File: config.mk
export PLATFORM = sky130hd
export DESIGN_NAME = shared_mem_sched_flat
export DESIGN_NICKNAME = d
export VERILOG_FILES = /design/src/rtl/shared_mem_sched_if.sv /design/src/rtl/shared_mem_sched.sv /design/src/flat_wrapper.sv
export SDC_FILE = /design/constraint.sdc
export NUM_CORES = 1
export LEC_CHECK = 0
export BUFFER_PORTS_ARGS = -buffer_cell sky130_fd_sc_hd__buf_2
export CAP_MARGIN = 10
export CORE_MARGIN = 8
export CORE_UTILIZATION = 40
export DETAILED_ROUTE_END_ITERATION = 10
export HOLD_SLACK_MARGIN = 0.08
export PLACE_DENSITY = 0.84
export SLEW_MARGIN = 5
export SYNTH_ARGS = -nofsm -noshare
export SYNTH_HDL_FRONTEND = slang
export SYNTH_SLANG_ARGS = --single-unit
File: constraint.sdc
create_clock -name i_clk -period 2.5 [get_ports i_clk]
set_clock_uncertainty 0.2 [all_clocks]
set_input_delay 0.75 -clock i_clk [delete_from_list [all_inputs] [get_ports i_clk]]
set_output_delay 0.75 -clock i_clk [all_outputs]
set_load 0.02 [all_outputs]
File: src/rtl/shared_mem_sched_if.sv
// Processor-side bundle of the shared scratchpad burst scheduler.
// Master modport is the processor cluster, slave modport is the scheduler.
interface shared_mem_sched_if #(
    parameter int PORT_COUNT = 4,
    parameter int ADDR_SIZE  = 24,
    parameter int LEN_W      = 4
);
    logic [PORT_COUNT-1:0]           i_req;
    logic [PORT_COUNT-1:0]           i_we;
    logic [PORT_COUNT*ADDR_SIZE-1:0] i_addr;
    logic [PORT_COUNT*LEN_W-1:0]     i_len;
    logic [PORT_COUNT-1:0]           o_grant;
    logic [PORT_COUNT-1:0]           o_beat;
    logic [PORT_COUNT-1:0]           o_rd_valid;
    logic [PORT_COUNT-1:0]           o_done;
    logic [ADDR_SIZE-1:0]            o_mem_addr;
    logic                            o_mem_wr_en;
    logic                            o_busy;

    modport master (
        output i_req, i_we, i_addr, i_len,
        input  o_grant, o_beat, o_rd_valid, o_done,
        input  o_mem_addr, o_mem_wr_en, o_busy
    );

    modport slave (
        input  i_req, i_we, i_addr, i_len,
        output o_grant, o_beat, o_rd_valid, o_done,
        output o_mem_addr, o_mem_wr_en, o_busy
    );
endinterface

File: src/rtl/shared_mem_sched.sv
// Round-robin burst scheduler for the shared scratchpad memory.
// One port owns the memory per burst; read returns are tagged by port.
module shared_mem_sched #(
    parameter int PORT_COUNT = 4,
    parameter int ADDR_SIZE  = 24,
    parameter int MEM_SIZE   = 1024,
    parameter int LEN_W      = 4,
    parameter int MEM_LAT    = 1
) (
    input  logic              i_clk,
    input  logic              i_rstn,
    shared_mem_sched_if.slave bus
);
    localparam int IDW = $clog2(PORT_COUNT);
    localparam logic [ADDR_SIZE:0]   MEM_W   = (ADDR_SIZE+1)'(MEM_SIZE);
    localparam logic [ADDR_SIZE-1:0] MEM_A   = ADDR_SIZE'(MEM_SIZE);
    localparam logic [IDW-1:0]       LAST_ID = IDW'(PORT_COUNT - 1);

    typedef enum logic {IDLE, BURST} state_t;

    state_t state_q, state_d;

    logic [IDW-1:0]        ptr_q, id_q, win;
    logic                  found, we_q, last_beat, rd_push;
    logic [ADDR_SIZE-1:0]  base_q, last_q, base_in, beat_addr;
    logic [ADDR_SIZE:0]    sum;
    logic [LEN_W-1:0]      len_q, cnt_q;
    logic [MEM_LAT-1:0]    pv_q;
    logic [IDW-1:0]        pid_q [MEM_LAT];
    logic [PORT_COUNT-1:0] grant, beat, done, rd_valid;
    logic                  mem_wr_en;
    logic [ADDR_SIZE-1:0]  mem_addr;

    function automatic logic [IDW-1:0] rr_idx(input logic [IDW-1:0] p, input int i);
        int s;
        s = int'(p) + i;
        if (s >= PORT_COUNT) s = s - PORT_COUNT;
        return IDW'(s);
    endfunction

    always_comb begin
        found = 1'b0;
        win   = '0;
        for (int i = 0; i < PORT_COUNT; i++) begin
            if (!found && bus.i_req[rr_idx(ptr_q, i)]) begin
                found = 1'b1;
                win   = rr_idx(ptr_q, i);
            end
        end
    end

    // Base is pre-reduced, so one conditional subtract wraps base+beat.
    assign base_in   = bus.i_addr[int'(win)*ADDR_SIZE +: ADDR_SIZE] % MEM_A;
    assign sum       = {1'b0, base_q} + {{(ADDR_SIZE+1-LEN_W){1'b0}}, cnt_q};
    assign beat_addr = (sum >= MEM_W) ? ADDR_SIZE'(sum - MEM_W)
                                      : sum[ADDR_SIZE-1:0];
    assign last_beat = (cnt_q == len_q);

    always_ff @(posedge i_clk) begin
        if (!i_rstn) state_q <= IDLE;
        else         state_q <= state_d;
    end

    always_comb begin
        state_d   = state_q;
        grant     = '0;
        beat      = '0;
        done      = '0;
        mem_wr_en = 1'b0;
        mem_addr  = last_q;
        rd_push   = 1'b0;
        unique case (state_q)
            IDLE: begin
                if (found) state_d = BURST;
            end
            BURST: begin
                grant[id_q] = 1'b1;
                beat[id_q]  = 1'b1;
                mem_wr_en   = we_q;
                mem_addr    = beat_addr;
                rd_push     = !we_q;
                if (last_beat) begin
                    done[id_q] = 1'b1;
                    state_d    = IDLE;
                end
            end
        endcase
    end

    always_ff @(posedge i_clk) begin
        if (!i_rstn) begin
            ptr_q  <= '0;
            id_q   <= '0;
            we_q   <= 1'b0;
            base_q <= '0;
            len_q  <= '0;
            cnt_q  <= '0;
            last_q <= '0;
        end else begin
            if (state_q == IDLE && found) begin
                id_q   <= win;
                we_q   <= bus.i_we[win];
                base_q <= base_in;
                len_q  <= bus.i_len[int'(win)*LEN_W +: LEN_W];
                cnt_q  <= '0;
            end
            if (state_q == BURST) begin
                last_q <= beat_addr;
                cnt_q  <= cnt_q + 1'b1;
                if (last_beat) ptr_q <= (id_q == LAST_ID) ? '0 : id_q + 1'b1;
            end
        end
    end

    // Read-return tags ride a shift register matching the memory latency.
    always_ff @(posedge i_clk) begin
        if (!i_rstn) begin
            pv_q <= '0;
            for (int k = 0; k < MEM_LAT; k++) pid_q[k] <= '0;
        end else begin
            pv_q[0]  <= rd_push;
            pid_q[0] <= id_q;
            for (int k = 1; k < MEM_LAT; k++) begin
                pv_q[k]  <= pv_q[k-1];
                pid_q[k] <= pid_q[k-1];
            end
        end
    end

    always_comb begin
        rd_valid = '0;
        if (pv_q[MEM_LAT-1]) rd_valid[pid_q[MEM_LAT-1]] = 1'b1;
    end

    assign bus.o_grant     = grant;
    assign bus.o_beat      = beat;
    assign bus.o_done      = done;
    assign bus.o_rd_valid  = rd_valid;
    assign bus.o_mem_addr  = mem_addr;
    assign bus.o_mem_wr_en = mem_wr_en;
    assign bus.o_busy      = (state_q == BURST) || (|pv_q);
endmodule

File: src/flat_wrapper.sv
// flat-port wrapper written by rule: the top's interface ports become plain ports
module shared_mem_sched_flat 
#(
    parameter int PORT_COUNT = 4,
    parameter int ADDR_SIZE  = 24,
    parameter int MEM_SIZE   = 1024,
    parameter int LEN_W      = 4,
    parameter int MEM_LAT    = 1
)
  (i_clk, i_rstn, bus_i_req, bus_i_we, bus_i_addr, bus_i_len, bus_o_grant, bus_o_beat, bus_o_rd_valid, bus_o_done, bus_o_mem_addr, bus_o_mem_wr_en, bus_o_busy);
  shared_mem_sched_if #(.PORT_COUNT(PORT_COUNT), .ADDR_SIZE(ADDR_SIZE), .LEN_W(LEN_W)) bus_i ();
  input  logic i_clk;
  input  logic i_rstn;
  input wire logic [$bits(bus_i.i_req)-1:0] bus_i_req;
  input wire logic [$bits(bus_i.i_we)-1:0] bus_i_we;
  input wire logic [$bits(bus_i.i_addr)-1:0] bus_i_addr;
  input wire logic [$bits(bus_i.i_len)-1:0] bus_i_len;
  output wire logic [$bits(bus_i.o_grant)-1:0] bus_o_grant;
  output wire logic [$bits(bus_i.o_beat)-1:0] bus_o_beat;
  output wire logic [$bits(bus_i.o_rd_valid)-1:0] bus_o_rd_valid;
  output wire logic [$bits(bus_i.o_done)-1:0] bus_o_done;
  output wire logic [$bits(bus_i.o_mem_addr)-1:0] bus_o_mem_addr;
  output wire logic [$bits(bus_i.o_mem_wr_en)-1:0] bus_o_mem_wr_en;
  output wire logic [$bits(bus_i.o_busy)-1:0] bus_o_busy;
  assign bus_i.i_req = bus_i_req;
  assign bus_i.i_we = bus_i_we;
  assign bus_i.i_addr = bus_i_addr;
  assign bus_i.i_len = bus_i_len;
  assign bus_o_grant = bus_i.o_grant;
  assign bus_o_beat = bus_i.o_beat;
  assign bus_o_rd_valid = bus_i.o_rd_valid;
  assign bus_o_done = bus_i.o_done;
  assign bus_o_mem_addr = bus_i.o_mem_addr;
  assign bus_o_mem_wr_en = bus_i.o_mem_wr_en;
  assign bus_o_busy = bus_i.o_busy;
  shared_mem_sched #(.PORT_COUNT(PORT_COUNT), .ADDR_SIZE(ADDR_SIZE), .MEM_SIZE(MEM_SIZE), .LEN_W(LEN_W), .MEM_LAT(MEM_LAT)) u_core (.i_clk(i_clk), .i_rstn(i_rstn), .bus(bus_i));
endmodule
==> results.sh, run 1 <==
export IMPL_status="finished, violations left"
export IMPL_violations="setup timing"
export IMPL_ctsHtreeMaxLevel=2
export IMPL_synthFlopType="dfxtp_1"
export IMPL_dr_pass1_iters=4
export IMPL_vias_per_cell=5.16
export IMPL_antennaDiodeCount=0
export IMPL_syn_inst=301
export IMPL_die_area_um2=9890
export IMPL_path_class="register to primary output"
export IMPL_yosysTopAreaCellShare_pct=36.6
export IMPL_layout_setup_ws_ns=-0.511
export IMPL_finalMaxSlewViolations=0
export IMPL_drc=0
export IMPL_start_util_pct=41.2
export IMPL_p_clk_share_pct=21.6
export IMPL_synthArstFlopShare_pct=0
export IMPL_place_ws_ns=-0.227
export IMPL_wirelength_mm=7.61
export IMPL_finalCriticalPeriod_ns=3.01
export IMPL_min_path_type="register to register"
export IMPL_rsz0062_at_grt="true"
export IMPL_peakVddDrop_mv=0.317
export IMPL_p_comb_share_pct=37.2
export IMPL_die_w_um=99.5
export IMPL_yosysMostFrequentCell="dfxtp_1"
export IMPL_antenna_found_initial=0
export IMPL_syn_nets=433
export IMPL_insertion_delay_ns=0.30
export IMPL_num_vias=2599
export IMPL_hold_viol=0
export IMPL_core_area_um2=6760
export IMPL_routedWlPerCell_um=15.1
export IMPL_worstPathMaxFanout=6
export IMPL_min_period_over_period_pct=120
export IMPL_synthTopCellsByArea="dfxtp_1 37%, mux2i_1 12%, and2_1 6.1%"
export IMPL_hold_buffers=0
export IMPL_netlist_top_cells_count="51 x dfxtp_1, 34 x mux2i_1, 27 x and2_1"
export IMPL_clk_path_buf_depth=2
export IMPL_r2r_setup_slack_ns=0.43
export IMPL_ys_seq_elements=51
export IMPL_worst_slew_pin_slew_ns=0.434
export IMPL_ys_warnings_count=0
export IMPL_p_per_area_nw_per_um2=588
export IMPL_tns_ns=-5.17
export IMPL_grt_pass1_vias=2855
export IMPL_cpMostUsedCell="a21o_1"
export IMPL_drv_cap=0
export IMPL_p_sw_mw=0.784
export IMPL_internal_power_mw=1.54
export IMPL_dp_hpwl_mm=5.66
export IMPL_fmax_mhz=332
export IMPL_synth_area_leader_cell="dfxtp_1"
export IMPL_cts_buffers=5
export IMPL_synth_avg_cell_area_um2=9.26
export IMPL_worst_setup_path_end_kind="primary output"
export IMPL_cpPeakStageDelay_ns=0.40
export IMPL_cp_top_family="compound AO/OA/AOI/OAI gates"
export IMPL_drive_gt1_share_pct=46.0
export IMPL_p_leak_nw=1.78
export IMPL_clk_pin_slew_ns=0.10
export IMPL_crit_slowest_cell="or3_4"
export IMPL_overflow=0
export IMPL_ys_seq_area_share_pct=36.6
export IMPL_num_rows=30
export IMPL_clock_sinks=51
export IMPL_gr_usage_all_layers_pct=14.9
export IMPL_ioPinCount=164
export IMPL_ant_nets=0
export IMPL_cts_root_buf="clkbuf_8"
export IMPL_seqPwrFrac_pct=41.2
export IMPL_switching_share_pct=33.7
export IMPL_crit_arrival_ns=2.06
export IMPL_synth_edff_count=0
export IMPL_synth_area_um2=2790
export IMPL_drt_iter0_markers=96
export IMPL_die_height_um=99.5
export IMPL_setup_viol=13
export IMPL_grt_pass1_wl_mm=12.4
export IMPL_start_kind="register"
export IMPL_crit_required_ns=1.55
export IMPL_place_congestion=0.824
export IMPL_area_delta_synth_final_pct=42.0
export IMPL_synth_distinct_cells=48
export IMPL_power_mw=2.33
export IMPL_crit_chain="ha_4 > a21o_1 > a21o_1 > a21oi_4 > or3_4 > a31oi_4 > buf_6"
export IMPL_cp_buffers_inverters=1
export IMPL_io_buffer_count=107
export IMPL_grt_start_max_net_pins=32
export IMPL_relSlewSlack_pct=70.9
export IMPL_nets=555
export IMPL_utilization_pct=58.6
export IMPL_cts_tree="yes"
## kinds of logic after synthesis
group | share of synthesized area (%)
simple gates | 22.2
flops | 36.6
mux | 13.4
xor+xnor | 1.57
buf+inv | 5.84
fa+ha+maj | 4.76
compound gates | 15.6
## state kept, by name, indices dropped and copies added, names as in the netlist
signal,flops
u_core.pv_q,1
u_core.len_q,4
u_core.ptr_q,2
u_core.pid_q,2
u_core.cnt_q,4
u_core.we_q,1
u_core.id_q,2
u_core.base_q,10
u_core.last_q,24
u_core.state_q,1
## metal layers
metal  vias to the layer above  track usage, %  share of wire [%]
met5                         -               0                  0
met4                         0            4.77                1.3
met3                        10            3.98                5.8
met2                        87            27.3                 51
met1                      1216            16.3                 42
li1                       1286               -                  -
## cells in the final DEF (no fill, tap or decap), types with 3 or more instances in the layout
master | Yosys | routed
nand2_1 | 24 | 24
or3_4 | 0 | 3
clkbuf_8 | 0 | 6
nor2b_1 | 20 | 19
o21ai_0 | 6 | 3
buf_4 | 6 | 23
ha_1 | 9 | 7
o21ai_2 | 0 | 3
nor2_1 | 23 | 23
a21oi_2 | 0 | 3
a21oi_1 | 11 | 6
xnor2_2 | 0 | 3
mux2i_1 | 34 | 34
dfxtp_1 | 51 | 46
a311oi_1 | 3 | 3
buf_2 | 4 | 94
inv_2 | 2 | 3
dfxtp_2 | 0 | 3
buf_12 | 0 | 3
and2_1 | 27 | 23
o221ai_2 | 10 | 10
o221ai_1 | 5 | 5
a31oi_4 | 0 | 3
and2_4 | 0 | 4
inv_1 | 12 | 11
buf_6 | 1 | 15
## path summary, 6_finish.rpt
kind / startpoint / to / depth (start not counted)
setup / recovery: u_core.cnt_q[1] / bus_o_mem_addr[9] / 7
hold / removal: u_core.len_q[3] / u_core.len_q[3] / 2
setup reg to reg: u_core.cnt_q[0] / u_core.ptr_q[1] / 9
hold reg to reg: u_core.len_q[3] / u_core.len_q[3] / 2
## timing repair
action | 4_1_cts | 5_1_grt
buffers inserted | 5 | 1
setup endpoints to repair | 13 | 13
resized for setup | 40 | 16
pin swaps | 21 | 10
## worst register-to-register path: cells and delay by family, from the launching register on
family	cells	cell delay, ns
buf+inv	5	0.56
flops	1	0.37
compound gates	1	0.33
simple gates	2	0.32
mux	1	0.18
## metrics by stage
step	area, µm²	hold WS (ns)	std cells
after floorplan	2860	0.203	301
after global placement	3610	0.256	491
after detailed placement	3610	0.253	491
after CTS	3890	0.282	504
after global routing	3960	0.309	504
final	3960	0.284	504
## power by group through the flow
stage / Sequential (mW) / Clock, mW / Combinational [mW]
6_report: 0.958 / 0.502 / 0.866
3_5_place_dp: 0.973 / 0 / 0.754
5_1_grt: 0.968 / 0.545 / 0.941
2_1_floorplan: 0.957 / 0 / 0.510
3_3_place_gp: 0.968 / 0 / 0.732
4_1_cts: 0.958 / 0.521 / 0.833
## area by class of cell
cell class / instances / area, µm²
sequential: 51 / 1030
fill: 575 / 2800
multi-input combinational: 216 / 1810
timing repair buffer: 135 / 872
inverter: 14 / 52.6
clock buffer: 7 / 86.3
clock inverter: 1 / 8.76
tap: 80 / 100
(Power assumes the default switching activity.)
==> inputs of run 2 (changes only) <==
--- a/config.mk
+++ b/config.mk
@@ -12,6 +12,7 @@
 export DETAILED_ROUTE_END_ITERATION = 10
 export HOLD_SLACK_MARGIN = 0.08
 export PLACE_DENSITY = 0.84
+export REMOVE_ABC_BUFFERS = 1
 export SLEW_MARGIN = 5
 export SYNTH_ARGS = -nofsm -noshare
 export SYNTH_HDL_FRONTEND = slang
==> run 2 against run 1 <==
Effect of this change:
- worst setup slack better by 0.036 ns
- global-route usage is 0.86 points lower
- register-to-register slack better by 0.02 ns
- maximum frequency is 1.2% higher
- power is 1.2% higher
- worst hold slack worse by 0.050 ns
- largest power group unchanged
- routed wire length is 4.4% lower
- count of clock-buffer cells in the layout is 2 lower
- first-iteration DRC count is 19% lower
- the flow still finishes with violations (setup timing)
- design area is 2.7% lower
==> results.sh, run 2 (synthesis results as in run 1) <==
export IMPL_status="finished, violations left"
export IMPL_violations="setup timing"
export IMPL_peakVddDrop_mv=0.305
export IMPL_layoutNonFillerInstCount=500
export IMPL_grt_pass1_vias=2610
export IMPL_place_inst=490
export IMPL_overflow=0
export IMPL_postPlaceCellArea_um2=3510
export IMPL_layout_setup_ws_ns=-0.475
export IMPL_rsz0062_at_grt="true"
export IMPL_clock_sinks=51
export IMPL_grt_start_max_net_pins=32
export IMPL_core_area_um2=6760
export IMPL_nets=551
export IMPL_num_rows=30
export IMPL_fin_area_um2=3850
export IMPL_drt_iter0_markers=78
export IMPL_die_w_um=99.5
export IMPL_layout_commonest_cell="buf_2"
export IMPL_hold_buffers=0
export IMPL_top_regs="u_core.last_q (24), u_core.base_q (10)"
export IMPL_worstPathMaxFanout=6
export IMPL_start_util_pct=41.2
export IMPL_seqPwrFrac_pct=40.8
export IMPL_switching_share_pct=32.9
export IMPL_finalCriticalPeriod_ns=2.98
export IMPL_die_area_um2=9890
export IMPL_routedWlPerCell_um=14.6
export IMPL_insertion_delay_ns=0.30
export IMPL_start_kind="register"
export IMPL_area_delta_synth_final_pct=38.3
export IMPL_wirelength_mm=7.28
export IMPL_ctsHtreeMaxLevel=2
export IMPL_antennaDiodeCount=0
export IMPL_setup_viol=13
export IMPL_cts_buffers=5
export IMPL_io_buffer_count=107
export IMPL_final_cell_mix="94 x buf_2, 46 x dfxtp_1, 33 x mux2i_1"
export IMPL_clk_path_buf_depth=2
export IMPL_crit_arrival_ns=2.03
export IMPL_finalMaxSlewViolations=0
export IMPL_place_congestion=0.800
export IMPL_grt_pass1_wl_mm=11.7
export IMPL_top_register="u_core.last_q"
export IMPL_drive_gt1_share_pct=44.3
export IMPL_min_path_type="register to register"
export IMPL_internal_power_mw=1.58
export IMPL_drc=0
export IMPL_clk_pin_slew_ns=0.10
export IMPL_largest_register_ffs=24
export IMPL_relSlewSlack_pct=73.8
export IMPL_die_height_um=99.5
export IMPL_dr_pass1_iters=4
export IMPL_ioPinCount=164
export IMPL_antenna_found_initial=0
export IMPL_worst_slew_pin_slew_ns=0.389
export IMPL_p_comb_share_pct=34.2
export IMPL_gr_usage_all_layers_pct=14.1
export IMPL_p_sw_mw=0.776
export IMPL_p_per_area_nw_per_um2=611
export IMPL_ant_nets=0
export IMPL_vias_per_cell=5.08
export IMPL_num_vias=2542
export IMPL_cts_tree="yes"
export IMPL_crit_required_ns=1.55
export IMPL_worst_setup_path_end_kind="primary output"
export IMPL_drv_cap=0
export IMPL_fmax_mhz=336
export IMPL_hold_viol=0
export IMPL_p_leak_nw=1.74
export IMPL_r2r_setup_slack_ns=0.45
export IMPL_p_clk_share_pct=25.0
export IMPL_path_class="register to primary output"
export IMPL_min_period_over_period_pct=119
export IMPL_dp_hpwl_mm=5.51
export IMPL_cts_root_buf="clkbuf_8"
run 2: changes by cell type in the layout (fill, tap and decap cells not counted), sizes merged:
cell      change
buf           -4
clkbuf        -2
bufinv        +1
clkinv        -1
clkinvlp      +1
inv           +1
run 2: power by group through the flow:
stage	combinational (mW)	clock (mW)	sequential (mW)
floorplan	0.434	0	0.978
global placement	0.701	0	0.964
detailed placement	0.716	0	0.968
CTS	0.763	0.599	0.957
global route	0.880	0.626	0.971
finish	0.806	0.588	0.961
run 2: final cells by class:
cell class,count,area (µm²)
clock inverter,3,46.3
clock buffer,5,68.8
multi-input combinational,216,1740
fill,598,2900
timing repair buffer,131,815
inverter,14,52.6
tap,80,100
sequential,51,1030
run 2: repair_timing:
| item | 4_1_cts | 5_1_grt |
|---|---|---|
| resized for setup | 36 | 22 |
| cloned | 0 | 0 |
| setup buffers | 1 | 1 |
| setup endpoints to repair | 13 | 14 |
| pin swaps | 14 | 16 |
run 2: through the flow:
stage               util [%]  TNS [ns]  hold slack (ns)  power (mW)  setup WS (ns)
floorplan                  -    -11.62            0.203        1.41         -0.565
global placement        52.0     -1.64            0.213        1.67         -0.326
detailed placement      52.0     -1.92            0.220        1.68         -0.370
CTS                     55.5     -4.85            0.238        2.32         -0.518
global route            57.0     -6.07            0.277        2.48         -0.598
finish                  57.0     -5.05            0.234        2.36         -0.475
run 2: metal layers:
layer	vias up	GRT usage, %	wire, µm	share of wire, %
met5	-	0	0	0
met4	0	2.79	49	0.67
met1	1170	16.1	3260	45
li1	1276	-	-	-
met3	6	5.24	542	7.5
met2	90	24.4	3420	47
run 2: critical path, stage by stage (launching register included):
cell	delay [ns]
dfxtp_4	0.37
ha_4	0.25
a21o_1	0.10
a21o_1	0.16
a21oi_4	0.10
or3_4	0.36
a31oi_4	0.23
buf_6	0.15
run 2: worst paths after layout:
| path | to | start | cells after the start |
|---|---|---|---|
| max | bus_o_mem_addr[7] | u_core.base_q[1] | 7 |
| min reg2reg | u_core.pv_q | u_core.we_q | 1 |
| max reg2reg | u_core.ptr_q[0] | u_core.cnt_q[0] | 8 |
| min | u_core.pv_q | u_core.we_q | 1 |
